--- config.mk ---
export PLATFORM = sky130hd
export DESIGN_NAME = alu_seq
export DESIGN_NICKNAME = d
export VERILOG_FILES = /design/src/rtl/alu_seq.sv
export SDC_FILE = /design/constraint.sdc
export NUM_CORES = 1
export LEC_CHECK = 0
export CORE_MARGIN = 5
export CORE_UTILIZATION = 40
export CTS_CLUSTER_DIAMETER = 120
export DETAILED_ROUTE_END_ITERATION = 8
export GPL_ROUTABILITY_DRIVEN = 0
export PLACE_DENSITY = 0.73
export SYNTH_ARGS = -nofsm -noshare
export SYNTH_HDL_FRONTEND = slang
export SYNTH_SLANG_ARGS = --single-unit
--- constraint.sdc ---
create_clock -name clk -period 4.7 [get_ports clk]
set_input_delay 0.94 -clock clk [delete_from_list [all_inputs] [get_ports clk]]
set_output_delay 0.94 -clock clk [all_outputs]
set_load 0.02 [all_outputs]
--- src/rtl/alu_seq.sv ---
`default_nettype none
// ============================================================================
// Module   : alu_seq
// Purpose  : Registered ALU for the CPU core's operand-to-writeback path.
//            Accepts one arithmetic, logic or shift operation per
//            valid/ready transaction. It returns a result plus the
//            N/Z/C/V flags.
//            Binary operations take a single cycle. With ALU_SEQ_BCD_EN
//            defined, decimal ADD/SUB run one nibble per cycle.
// Macro    : ALU_SEQ_BCD_EN - enables decimal (BCD) add/subtract
//            (cmd 0/1 with dec=1). When undefined, dec is ignored.
// Ports    : clk, rst         clock, synchronous active-high reset
//            in_valid/ready   operand handshake (cmd, dec, ci, data_a, data_b)
//            out_valid/ready  result handshake (result, no, zo, co, vo)
// Revision : 1.0  initial release
// ============================================================================
module alu_seq #(
   parameter int DATA_W = 8
) (
   input  logic              clk,
   input  logic              rst,
   input  logic              in_valid,
   output logic              in_ready,
   input  logic [3:0]        cmd,
   input  logic              dec,
   input  logic              ci,
   input  logic [DATA_W-1:0] data_a,
   input  logic [DATA_W-1:0] data_b,
   output logic              out_valid,
   input  logic              out_ready,
   output logic [DATA_W-1:0] result,
   output logic              no,
   output logic              zo,
   output logic              co,
   output logic              vo
);

   localparam int MSB = DATA_W - 1;

   localparam logic [3:0] CMD_ADD = 4'd0;
   localparam logic [3:0] CMD_SUB = 4'd1;
   localparam logic [3:0] CMD_OR  = 4'd2;
   localparam logic [3:0] CMD_AND = 4'd3;
   localparam logic [3:0] CMD_XOR = 4'd4;
   localparam logic [3:0] CMD_LSL = 4'd5;
   localparam logic [3:0] CMD_LSR = 4'd6;
   localparam logic [3:0] CMD_ROL = 4'd7;
   localparam logic [3:0] CMD_ROR = 4'd8;
   localparam logic [3:0] CMD_ASR = 4'd9;

   typedef enum logic [1:0] {
      S_IDLE = 2'd0,
      S_BUSY = 2'd1,
      S_DONE = 2'd2
   } state_t;

   state_t            state_q, state_d;
   logic [DATA_W-1:0] result_q, result_d;
   logic [3:0]        flags_q, flags_d;     // {n, z, c, v}

   logic              accept;
   logic [DATA_W:0]   arith;
   logic [DATA_W-1:0] bin_res;
   logic              bin_co;
   logic              bin_vo;

   // ------------------------------------------------------------------
   // Handshake: a new op may enter while the previous result is being
   // consumed, so DONE->DONE/BUSY back-to-back runs at full rate.
   // ------------------------------------------------------------------
   assign in_ready  = ~rst & ((state_q == S_IDLE) |
                              ((state_q == S_DONE) & out_ready));
   assign accept    = in_valid & in_ready;
   assign out_valid = (state_q == S_DONE);
   assign result    = result_q;
   assign {no, zo, co, vo} = flags_q;

   // ------------------------------------------------------------------
   // Single-cycle binary datapath, evaluated on the live inputs so the
   // result can be registered on the accepting edge.
   // ------------------------------------------------------------------
   always_comb begin
      arith   = '0;
      bin_res = '0;
      bin_co  = 1'b0;
      bin_vo  = 1'b0;
      case (cmd)
         CMD_ADD: begin
            arith   = {1'b0, data_a} + {1'b0, data_b} + {{DATA_W{1'b0}}, ci};
            bin_res = arith[MSB:0];
            bin_co  = arith[DATA_W];
            bin_vo  = (data_a[MSB] == data_b[MSB]) & (bin_res[MSB] != data_a[MSB]);
         end
         CMD_SUB: begin
            // The extra top bit goes to 1 exactly when the subtraction wraps,
            // which is the borrow.
            arith   = {1'b0, data_a} - {1'b0, data_b} - {{DATA_W{1'b0}}, ci};
            bin_res = arith[MSB:0];
            bin_co  = arith[DATA_W];
            bin_vo  = (data_a[MSB] != data_b[MSB]) & (bin_res[MSB] != data_a[MSB]);
         end
         CMD_OR:  bin_res = data_a | data_b;
         CMD_AND: bin_res = data_a & data_b;
         CMD_XOR: bin_res = data_a ^ data_b;
         CMD_LSL: {bin_co, bin_res} = {data_a, 1'b0};
         CMD_LSR: {bin_res, bin_co} = {1'b0, data_a};
         CMD_ROL: {bin_co, bin_res} = {data_a, ci};
         CMD_ROR: {bin_res, bin_co} = {ci, data_a};
         CMD_ASR: {bin_res, bin_co} = {data_a[MSB], data_a};
         default: bin_res = '0;   // reserved codes yield zero with Z set
      endcase
   end

`ifdef ALU_SEQ_BCD_EN
   // ------------------------------------------------------------------
   // Decimal engine: one digit per cycle, LSB first. Digit 0 is computed
   // on the accepting edge from the live inputs, so BUSY only covers
   // digits 1..NIB-1 and the result appears NIB cycles after accept.
   // ------------------------------------------------------------------
   localparam int              NIB      = DATA_W / 4;
   localparam int              NIB_W    = (NIB > 1) ? $clog2(NIB) : 1;
   localparam logic [NIB_W-1:0] LAST_NIB = NIB_W'(NIB - 1);

   logic [DATA_W-1:0] a_q, a_d;
   logic [DATA_W-1:0] b_q, b_d;
   logic [DATA_W-1:0] work_q, work_d;     // digits finished so far
   logic [NIB_W-1:0]  nib_q, nib_d;       // digit being processed in BUSY
   logic              sub_q, sub_d;
   logic              dcy_q, dcy_d;       // digit carry/borrow chain
   logic              dvo_q, dvo_d;       // V from the binary view of the op

   logic              busy;
   logic              start_dec;
   logic [NIB_W-1:0]  nib_sel;
   logic [3:0]        dig_a, dig_b, dig_out;
   logic              dig_cin, dig_sub, dig_cout;
   logic [4:0]        dig_raw;
   logic [DATA_W-1:0] dec_word;

   assign busy      = (state_q == S_BUSY);
   assign start_dec = dec & ((cmd == CMD_ADD) | (cmd == CMD_SUB));

   always_comb begin
      nib_sel = '0;
      dig_a   = data_a[3:0];
      dig_b   = data_b[3:0];
      dig_cin = ci;
      dig_sub = (cmd == CMD_SUB);
      if (busy) begin
         nib_sel = nib_q;
         dig_a   = a_q[{nib_q, 2'b00} +: 4];
         dig_b   = b_q[{nib_q, 2'b00} +: 4];
         dig_cin = dcy_q;
         dig_sub = sub_q;
      end
   end

   // Digit adjust. Digits above 9 are not rejected; they simply follow
   // the same +6 / -6 correction.
   always_comb begin
      dig_raw  = '0;
      dig_out  = '0;
      dig_cout = 1'b0;
      if (!dig_sub) begin
         dig_raw = {1'b0, dig_a} + {1'b0, dig_b} + {4'b0000, dig_cin};
         if (dig_raw > 5'd9) begin
            dig_out  = dig_raw[3:0] + 4'd6;
            dig_cout = 1'b1;
         end else begin
            dig_out  = dig_raw[3:0];
         end
      end else begin
         // 5-bit two's complement: bit 4 set means the digit went negative.
         dig_raw = {1'b0, dig_a} - {1'b0, dig_b} - {4'b0000, dig_cin};
         if (dig_raw[4]) begin
            dig_out  = dig_raw[3:0] - 4'd6;
            dig_cout = 1'b1;
         end else begin
            dig_out  = dig_raw[3:0];
         end
      end
      dec_word = busy ? work_q : '0;
      dec_word[{nib_sel, 2'b00} +: 4] = dig_out;
   end
`else
   // dec has no effect without the decimal engine.
   logic unused_dec;
   assign unused_dec = dec;
`endif

   // ------------------------------------------------------------------
   // Control FSM: next state and register updates.
   // ------------------------------------------------------------------
   always_comb begin
      state_d  = state_q;
      result_d = result_q;
      flags_d  = flags_q;
`ifdef ALU_SEQ_BCD_EN
      a_d      = a_q;
      b_d      = b_q;
      work_d   = work_q;
      nib_d    = nib_q;
      sub_d    = sub_q;
      dcy_d    = dcy_q;
      dvo_d    = dvo_q;
`endif
      case (state_q)
         S_IDLE, S_DONE: begin
            // Result is handed over; in IDLE this is a no-op.
            if (out_ready) begin
               state_d = S_IDLE;
            end
            if (accept) begin
               state_d  = S_DONE;
               result_d = bin_res;
               flags_d  = {bin_res[MSB], (bin_res == '0), bin_co, bin_vo};
`ifdef ALU_SEQ_BCD_EN
               if (start_dec) begin
                  // Previous result stays put until the decimal op finishes.
                  state_d  = S_BUSY;
                  result_d = result_q;
                  flags_d  = flags_q;
                  a_d      = data_a;
                  b_d      = data_b;
                  sub_d    = (cmd == CMD_SUB);
                  work_d   = dec_word;
                  dcy_d    = dig_cout;
                  dvo_d    = bin_vo;
                  nib_d    = NIB_W'(1);
               end
`endif
            end
         end
`ifdef ALU_SEQ_BCD_EN
         S_BUSY: begin
            if (nib_q == LAST_NIB) begin
               state_d  = S_DONE;
               result_d = dec_word;
               flags_d  = {dec_word[MSB], (dec_word == '0), dig_cout, dvo_q};
            end else begin
               nib_d    = nib_q + 1'b1;
               work_d   = dec_word;
               dcy_d    = dig_cout;
            end
         end
`endif
         default: state_d = S_IDLE;
      endcase
   end

   always_ff @(posedge clk) begin
      if (rst) begin
         state_q  <= S_IDLE;
         result_q <= '0;
         flags_q  <= '0;
`ifdef ALU_SEQ_BCD_EN
         a_q      <= '0;
         b_q      <= '0;
         work_q   <= '0;
         nib_q    <= '0;
         sub_q    <= 1'b0;
         dcy_q    <= 1'b0;
         dvo_q    <= 1'b0;
`endif
      end else begin
         state_q  <= state_d;
         result_q <= result_d;
         flags_q  <= flags_d;
`ifdef ALU_SEQ_BCD_EN
         a_q      <= a_d;
         b_q      <= b_d;
         work_q   <= work_d;
         nib_q    <= nib_d;
         sub_q    <= sub_d;
         dcy_q    <= dcy_d;
         dvo_q    <= dvo_d;
`endif
      end
   end

endmodule
`default_nettype wire

==> key figures, run 1 <==
Clocking
  • H-tree depth: 1
  • CTS tree: yes
  • Worst-Skew Late Latency: 0.24 ns
  • Post-CTS Resized: 0
  • Postcts setup bufs: 0
  • Clock slew at reported path FFs: 0.05 ns
  • Clock root buffer: clkbuf_8
  • Hold Buf Count CTS: 0
  • Clk sink count: 12
  • TritonCTS Buffers: 3
  • Clk buf depth: 2

Worst setup path
  • Slowest stage cell, crit path: fa_1
  • Top delay family on crit path: adder cells
  • CP Max Fanout: 3
  • Buffer and inverter count on the worst path: 3
  • Worst path max stage delay: 0.56 ns
  • Setup Crit Path Kind: in -> reg
  • Worst path required time: 4.86 ns
  • Startpoint class of the critical path: input port
  • Critical path data arrival time: 4.47 ns
  • CP cell instances: clkdlybuf4s50_1 > inv_1 > fa_1 > inv_1 > ha_1 > or2_2 > fa_1 > o21a_1 > or3_1 > a21oi_2 > xnor2_1 > a221o_1 > o31ai_2
  • CP endpoint kind: flop

Timing
  • Tcrit/Tclk final: 91.7%
  • Hold Fails Final Rpt: 0
  • Fmax: 232 MHz
  • Aggregate negative setup slack: 0 ns
  • Unrepaired setup endpoints after global routing: false
  • Setup violators final: 0
  • Post-route clock skew: 0.000430 ns
  • Fin crit period: 4.31 ns
  • Worst-margin pin slew: 0.681 ns
  • Final slew viol count: 0
  • Relative slew slack: 54.5%

Floorplan
  • Starting Density: 42.0%
  • Die Y: 80.9 um
  • Chip width: 80.9 um
  • FP Rows: 25
  • Total Die Area: 0.00654 mm^2
  • Core ar.: 0.00479 mm^2
  • Top-Level Pins: 40

Layout
  • Finished Cell Area: 0.00241 mm^2
  • Fillers: 494
  • Area Overhead vs Synth: 20.0%
  • N_diodes: 0
  • Share of layout cells above drive strength 1: 5.76%
  • Fin nets: 357

Placed design
  • Hpwl dp: 4.10 mm
  • # port buffers: 38
  • Cell Area, Placed: 0.00237 mm^2

Min path
  • Worst hold path class: reg -> reg

Routing
  • Vias: 1983
  • Drt first pass iters: 4
  • Final ANT Viol Nets: 0
  • DRC viols: 0
  • Wirelength per Cell: 14.0 um
  • Iter 0 DRT Violations: 206
  • Wirelength, routed: 5.08 mm
  • Vias per cell: 5.48

Outcome
  • Status: completed

Global route
  • Vias in the first global route: 1887
  • Initial antenna violation count: 0
  • Global route total overflow: 0
  • Maximum number of pins on one net before global-route repair: 22
  • Wire length of the first global-routing pass: 8.55 mm
  • Gr usage total: 16.1%

Synthesis
  • Mapped Area: 0.00201 mm^2
  • Mapped Nets: 324
  • Post-synthesis cell type count: 53
  • Top_reg_cell synth: dfxtp_1
  • Async SR Flop Fraction: 0%
  • Post-synthesis sequential area ratio: 12.0%
  • Flops & latches, synth: 12
  • Number of enable flip-flop cells after synthesis: 0
  • Syn Inst Count: 264
  • Avg Cell Area, Syn: 7.61 um^2
  • Yosys Warn Count: 0

Pwr
  • Pwr Density: 189 mW/mm^2
  • Maximum VDD drop: 0.0961 mV
  • Leak pwr: 1.02 nW

Job
  • Max cap viols: 0
[where the power goes]
| part | switching (W) | internal (W) | leakage (nW) | total (W) |
|---|---|---|---|---|
| Combinational | 0.000136 | 0.000114 | 0.900 | 0.000250 |
| Sequential | 0.00000336 | 0.000110 | 0.0984 | 0.000113 |
| Clock | 0.0000346 | 0.0000562 | 0.0216 | 0.0000907 |
[synth_stat cells (2+ instances only)]
cell type | instances | area share (%)
clkbuf_8 | 4 | 2.7
a21oi_1 | 15 | 3.7
o21ai_0 | 23 | 5.7
mux2_2 | 2 | 1.1
o22ai_1 | 2 | 0.62
fa_1 | 4 | 4.0
buf_2 | 2 | 0.50
a31oi_1 | 9 | 2.8
a211oi_1 | 2 | 0.75
nand3b_1 | 9 | 3.4
a221o_1 | 3 | 1.5
nor2b_1 | 6 | 1.9
a21o_1 | 3 | 1.1
clkbuf_1 | 2 | 0.37
dfxtp_1 | 12 | 12
ha_1 | 30 | 19
nor2_1 | 17 | 3.2
o31ai_1 | 2 | 0.75
xor2_1 | 5 | 2.2
a22oi_1 | 2 | 0.75
o211ai_1 | 3 | 1.1
nand3_1 | 7 | 1.7
nand2b_1 | 4 | 1.2
buf_4 | 4 | 1.5
xnor2_1 | 7 | 3.1
a32oi_1 | 2 | 0.87
and3_2 | 2 | 0.75
inv_1 | 29 | 5.4
nand2_1 | 24 | 4.5
nor3_1 | 3 | 0.75
a32o_1 | 2 | 1.0
o21a_1 | 2 | 0.75
[metrics by stage]
| step | power [W] | worst slack [ns] | util, % | std cells | hold slack [ns] |
|---|---|---|---|---|---|
| floorplan | 0.000289 | 0.858 | - | 264 | 0.547 |
| global placement | 0.000359 | 0.177 | 49.5 | 359 | 0.466 |
| detailed placement | 0.000363 | 0.137 | 49.5 | 359 | 0.465 |
| CTS | 0.000456 | 0.384 | 50.4 | 362 | 0.473 |
| global route | 0.000491 | 0.207 | 50.4 | 362 | 0.487 |
| finish | 0.000454 | 0.388 | 50.4 | 362 | 0.469 |
[layout by cell type (no fill, tap or decap), types with 3 or more instances in the layout]
cell type,instances
clkdlybuf4s50_1,38
ha_1,30
inv_1,29
nand2_1,24
o21ai_0,23
nor2_1,17
a21oi_1,15
dfxtp_1,12
a31oi_1,9
nand3b_1,9
xnor2_1,7
nand3_1,7
nor2b_1,6
xor2_1,5
nand2b_1,4
fa_1,4
buf_4,4
a21o_1,3
nor3_1,3
a221o_1,3
o211ai_1,3
clkbuf_8,3
[cells by family after synthesis]
| group | count (synthesis) | share of synthesized area, % |
|---|---|---|
| adders and majority gates | 34 | 22.7 |
| buffers and inverters | 43 | 12.1 |
| and+or+nand+nor | 80 | 20.3 |
| muxes | 2 | 1.12 |
| AOI/OAI and AO/OA | 81 | 26.6 |
| xor gates and xnor gates | 12 | 5.23 |
| DFF | 12 | 12.0 |
[flip-flops by register name (all words and copies together), names as in the netlist]
name	flops
result	8
flags_q	3
state_q	1
[worst paths after layout]
kind                                   to  slack [ns]                    start  depth (start not counted)
hold / removal     result[0]$_SDFFE_PP0P_        0.47   result[0]$_SDFFE_PP0P_                          2
setup / recovery  flags_q[2]$_SDFFE_PP0P_        0.39                data_b[0]                         13
setup reg to reg  flags_q[2]$_SDFFE_PP0P_        2.38  state_q[1]$_SDFFE_PP0P_                          7
hold reg to reg    result[0]$_SDFFE_PP0P_        0.47   result[0]$_SDFFE_PP0P_                          2
[worst min-delay path, delay by kind of cell (launching register included)]
family	cells	cell delay, ns
AOI/OAI and AO/OA	1	0.06
DFF	1	0.30
and+or+nand+nor	1	0.06
[routing by layer]
layer / track usage [%] / vias to the layer above / wire [um]
met5: 0 / - / 0
met4: 4.73 / 0 / 44
met3: 1.22 / 4 / 331
met2: 27.8 / 83 / 2410
met1: 21.3 / 902 / 2290
li1: - / 994 / -
[area by class of cell]
cell class	count	area [um^2]	area share [%]
multi-input cells	209	1530	63.3
inverters	29	109	4.52
flip-flops and latches	12	240	9.97
clock buffers	3	41.3	1.71
well taps	67	83.8	3.48
repair buffers	42	410	17.0
Power figures use the tool's default switching activity.
==> run 2, diff against run 1 <==
==> constraint.sdc (replaced) <==
create_clock -name clk -period 4.7 [get_ports clk]
set_input_delay 0.705 -clock clk [delete_from_list [all_inputs] [get_ports clk]]
set_output_delay 0.705 -clock clk [all_outputs]
set_load 0.02 [all_outputs]
==> run 2 against run 1 <==
Non-clock buffer count down 3. Largest power group unchanged. Global-route usage is 0.57 points lower. Cell count is 0.83% lower. Setup slack improved by 0.12 ns. Critical endpoint unchanged. Combinational power about the same. Sequential share of layout area is 0.094 points higher. Critical path type unchanged. Design area is 0.93% lower. Count of clock-buffer cells in the layout is the same. Wire length down 1.7%. Register-to-register slack improved by 0.02 ns. Sequential power is essentially flat.
==> key figures, run 2 (synthesized netlist as in run 1, its figures left out) <==
Floorplan
  • FP Rows: 25
  • Starting Density: 42.0%
  • Chip width: 80.9 um
  • Top-Level Pins: 40
  • Core ar.: 0.00479 mm^2
  • Die Y: 80.9 um
  • Total Die Area: 0.00654 mm^2

Global route
  • Gr usage total: 15.5%
  • Initial antenna violation count: 0
  • Vias in the first global route: 1826
  • GRT met3 Usage: 1.44%
  • Met2 Use GR: 26.2%
  • Global routing usage on met1: 20.4%
  • Top Usage Layer GRT: met2
  • Maximum number of pins on one net before global-route repair: 22
  • Global route total overflow: 0
  • Wire length of the first global-routing pass: 8.23 mm

Routing
  • Iter 0 DRT Violations: 136
  • Wirelength per Cell: 13.9 um
  • Wirelength, routed: 4.99 mm
  • Final ANT Viol Nets: 0
  • Vias: 1986
  • Drt first pass iters: 4
  • Vias per cell: 5.53
  • DRC viols: 0

Worst setup path
  • Worst path max stage delay: 0.59 ns
  • CP endpoint kind: flop
  • Worst path required time: 4.86 ns
  • Setup Crit Path Kind: in -> reg
  • Crit. Startpoint: data_a[0]
  • Startpoint class of the critical path: input port
  • CP Max Fanout: 4
  • Register-to-Register Setup Slack: 2.40 ns
  • R2R Path Start: state_q[1]$_SDFFE_PP0P_
  • Reg2reg end: flags_q[2]$_SDFFE_PP0P_
  • CP cell instances: clkdlybuf4s50_1 > inv_1 > fa_1 > inv_1 > ha_1 > or2_2 > fa_1 > o21a_1 > or3_1 > a21oi_2 > xnor2_1 > a221o_1 > o31ai_2
  • Critical path data arrival time: 4.35 ns
  • Buffer and inverter count on the worst path: 3
  • Slowest stage cell, crit path: fa_1
  • Worst reg-to-reg path cell count: 7
  • Top delay family on crit path: adder cells

Clocking
  • Post-CTS Resized: 0
  • Postcts setup bufs: 0
  • Clock root buffer: clkbuf_8
  • Worst-Skew Late Latency: 0.24 ns
  • Clk buf depth: 2
  • Clock slew at reported path FFs: 0.05 ns
  • CTS tree: yes
  • H-tree depth: 1
  • TritonCTS Buffers: 3
  • Clk sink count: 12
  • Hold Buf Count CTS: 0

Placed design
  • # port buffers: 38
  • Pre-CTS setup slack: 0.242 ns
  • Hpwl dp: 4.07 mm

Timing
  • Setup violators final: 0
  • Worst-margin pin slew: 0.633 ns
  • Aggregate negative setup slack: 0 ns
  • Unrepaired setup endpoints after global routing: false
  • Final worst slack: 0.508 ns
  • Fin crit period: 4.19 ns
  • Final slew viol count: 0
  • Post-route clock skew: 0.000562 ns
  • Relative slew slack: 56.7%
  • Hold Fails Final Rpt: 0
  • Fmax: 239 MHz
  • Tcrit/Tclk final: 89.2%

Min path
  • Worst hold endpoint: result[0]$_SDFFE_PP0P_
  • Hold Crit Depth: 2
  • Hold path start: result[0]$_SDFFE_PP0P_
  • Worst hold path class: reg -> reg

Layout
  • Share of layout cells above drive strength 1: 4.79%
  • N_diodes: 0
  • Area Overhead vs Synth: 18.9%
  • Fin nets: 354
  • Max FFs per register: 8
  • Most frequent cells in the layout: 38 x clkdlybuf4s50_1, 30 x ha_1, 29 x inv_1, 24 x nand2_1, 23 x o21ai_0
  • Commonest non-fill, non-tap cell in the layout: clkdlybuf4s50_1
  • Util after Layout: 49.9%

Job
  • Max cap viols: 0

Pwr
  • Leak pwr: 1.01 nW
  • Maximum VDD drop: 0.0831 mV
  • Pwr Density: 189 mW/mm^2

Outcome
  • Status: completed
## run 2: changes by cell type in the layout (fill, tap and decap cells not counted)
cell and change:
buf_4 -3
## run 2: how the worst max path moves through the flow
stage	end	depth (start not counted)
final	flags_q[2]$_SDFFE_PP0P_	13
after global routing	flags_q[2]$_SDFFE_PP0P_	13
after CTS	flags_q[2]$_SDFFE_PP0P_	13
after floorplan	flags_q[2]$_SDFFE_PP0P_	12
after global placement	flags_q[2]$_SDFFE_PP0P_	13
after detailed placement	flags_q[2]$_SDFFE_PP0P_	13
## run 2: layer usage
layer / routed length [um] / vias to the layer above / part of all wire (%)
li1: - / 986 / -
met1: 2190 / 926 / 44
met2: 2410 / 69 / 48
met3: 328 / 5 / 6.6
met4: 58 / 0 / 1.2
met5: 0 / - / 0
## run 2: worst min-delay path, stage by stage, from the launching register on
cell and delay (ns):
dfxtp_1 0.31, nand2b_1 0.06, a21oi_1 0.06
## run 2: cell type report
class                           instances  area, um^2
Inverter                               29         109
Tap cell                               67        83.8
Sequential cell                        12         240
Timing Repair Buffer                   39         388
Clock buffer                            3        41.3
Fill cell                             482        2400
Multi-Input combinational cell        209        1530
## run 2: through the flow
stage	std cells	instance area (um^2)	hold slack [ns]	power (W)
after global routing	359	2390	0.501	0.000490
after CTS	359	2390	0.476	0.000455
final	359	2390	0.475	0.000452
after global placement	356	2350	0.465	0.000358
after detailed placement	356	2350	0.467	0.000362
after floorplan	264	2010	0.547	0.000289
## run 2: report_power, final
group / total (W) / leakage, nW / internal (W) / switching, W
sequential: 0.000114 / 0.0984 / 0.000110 / 0.00000367
combinational: 0.000248 / 0.885 / 0.000113 / 0.000135
clock: 0.0000905 / 0.0216 / 0.0000561 / 0.0000343
==> run 3, diff against run 2 <==
- SLEW_MARGIN: unset -> 25
==> results of run 3 <==
Same layout as run 2: the final DEF is identical, and so are final timing and power.
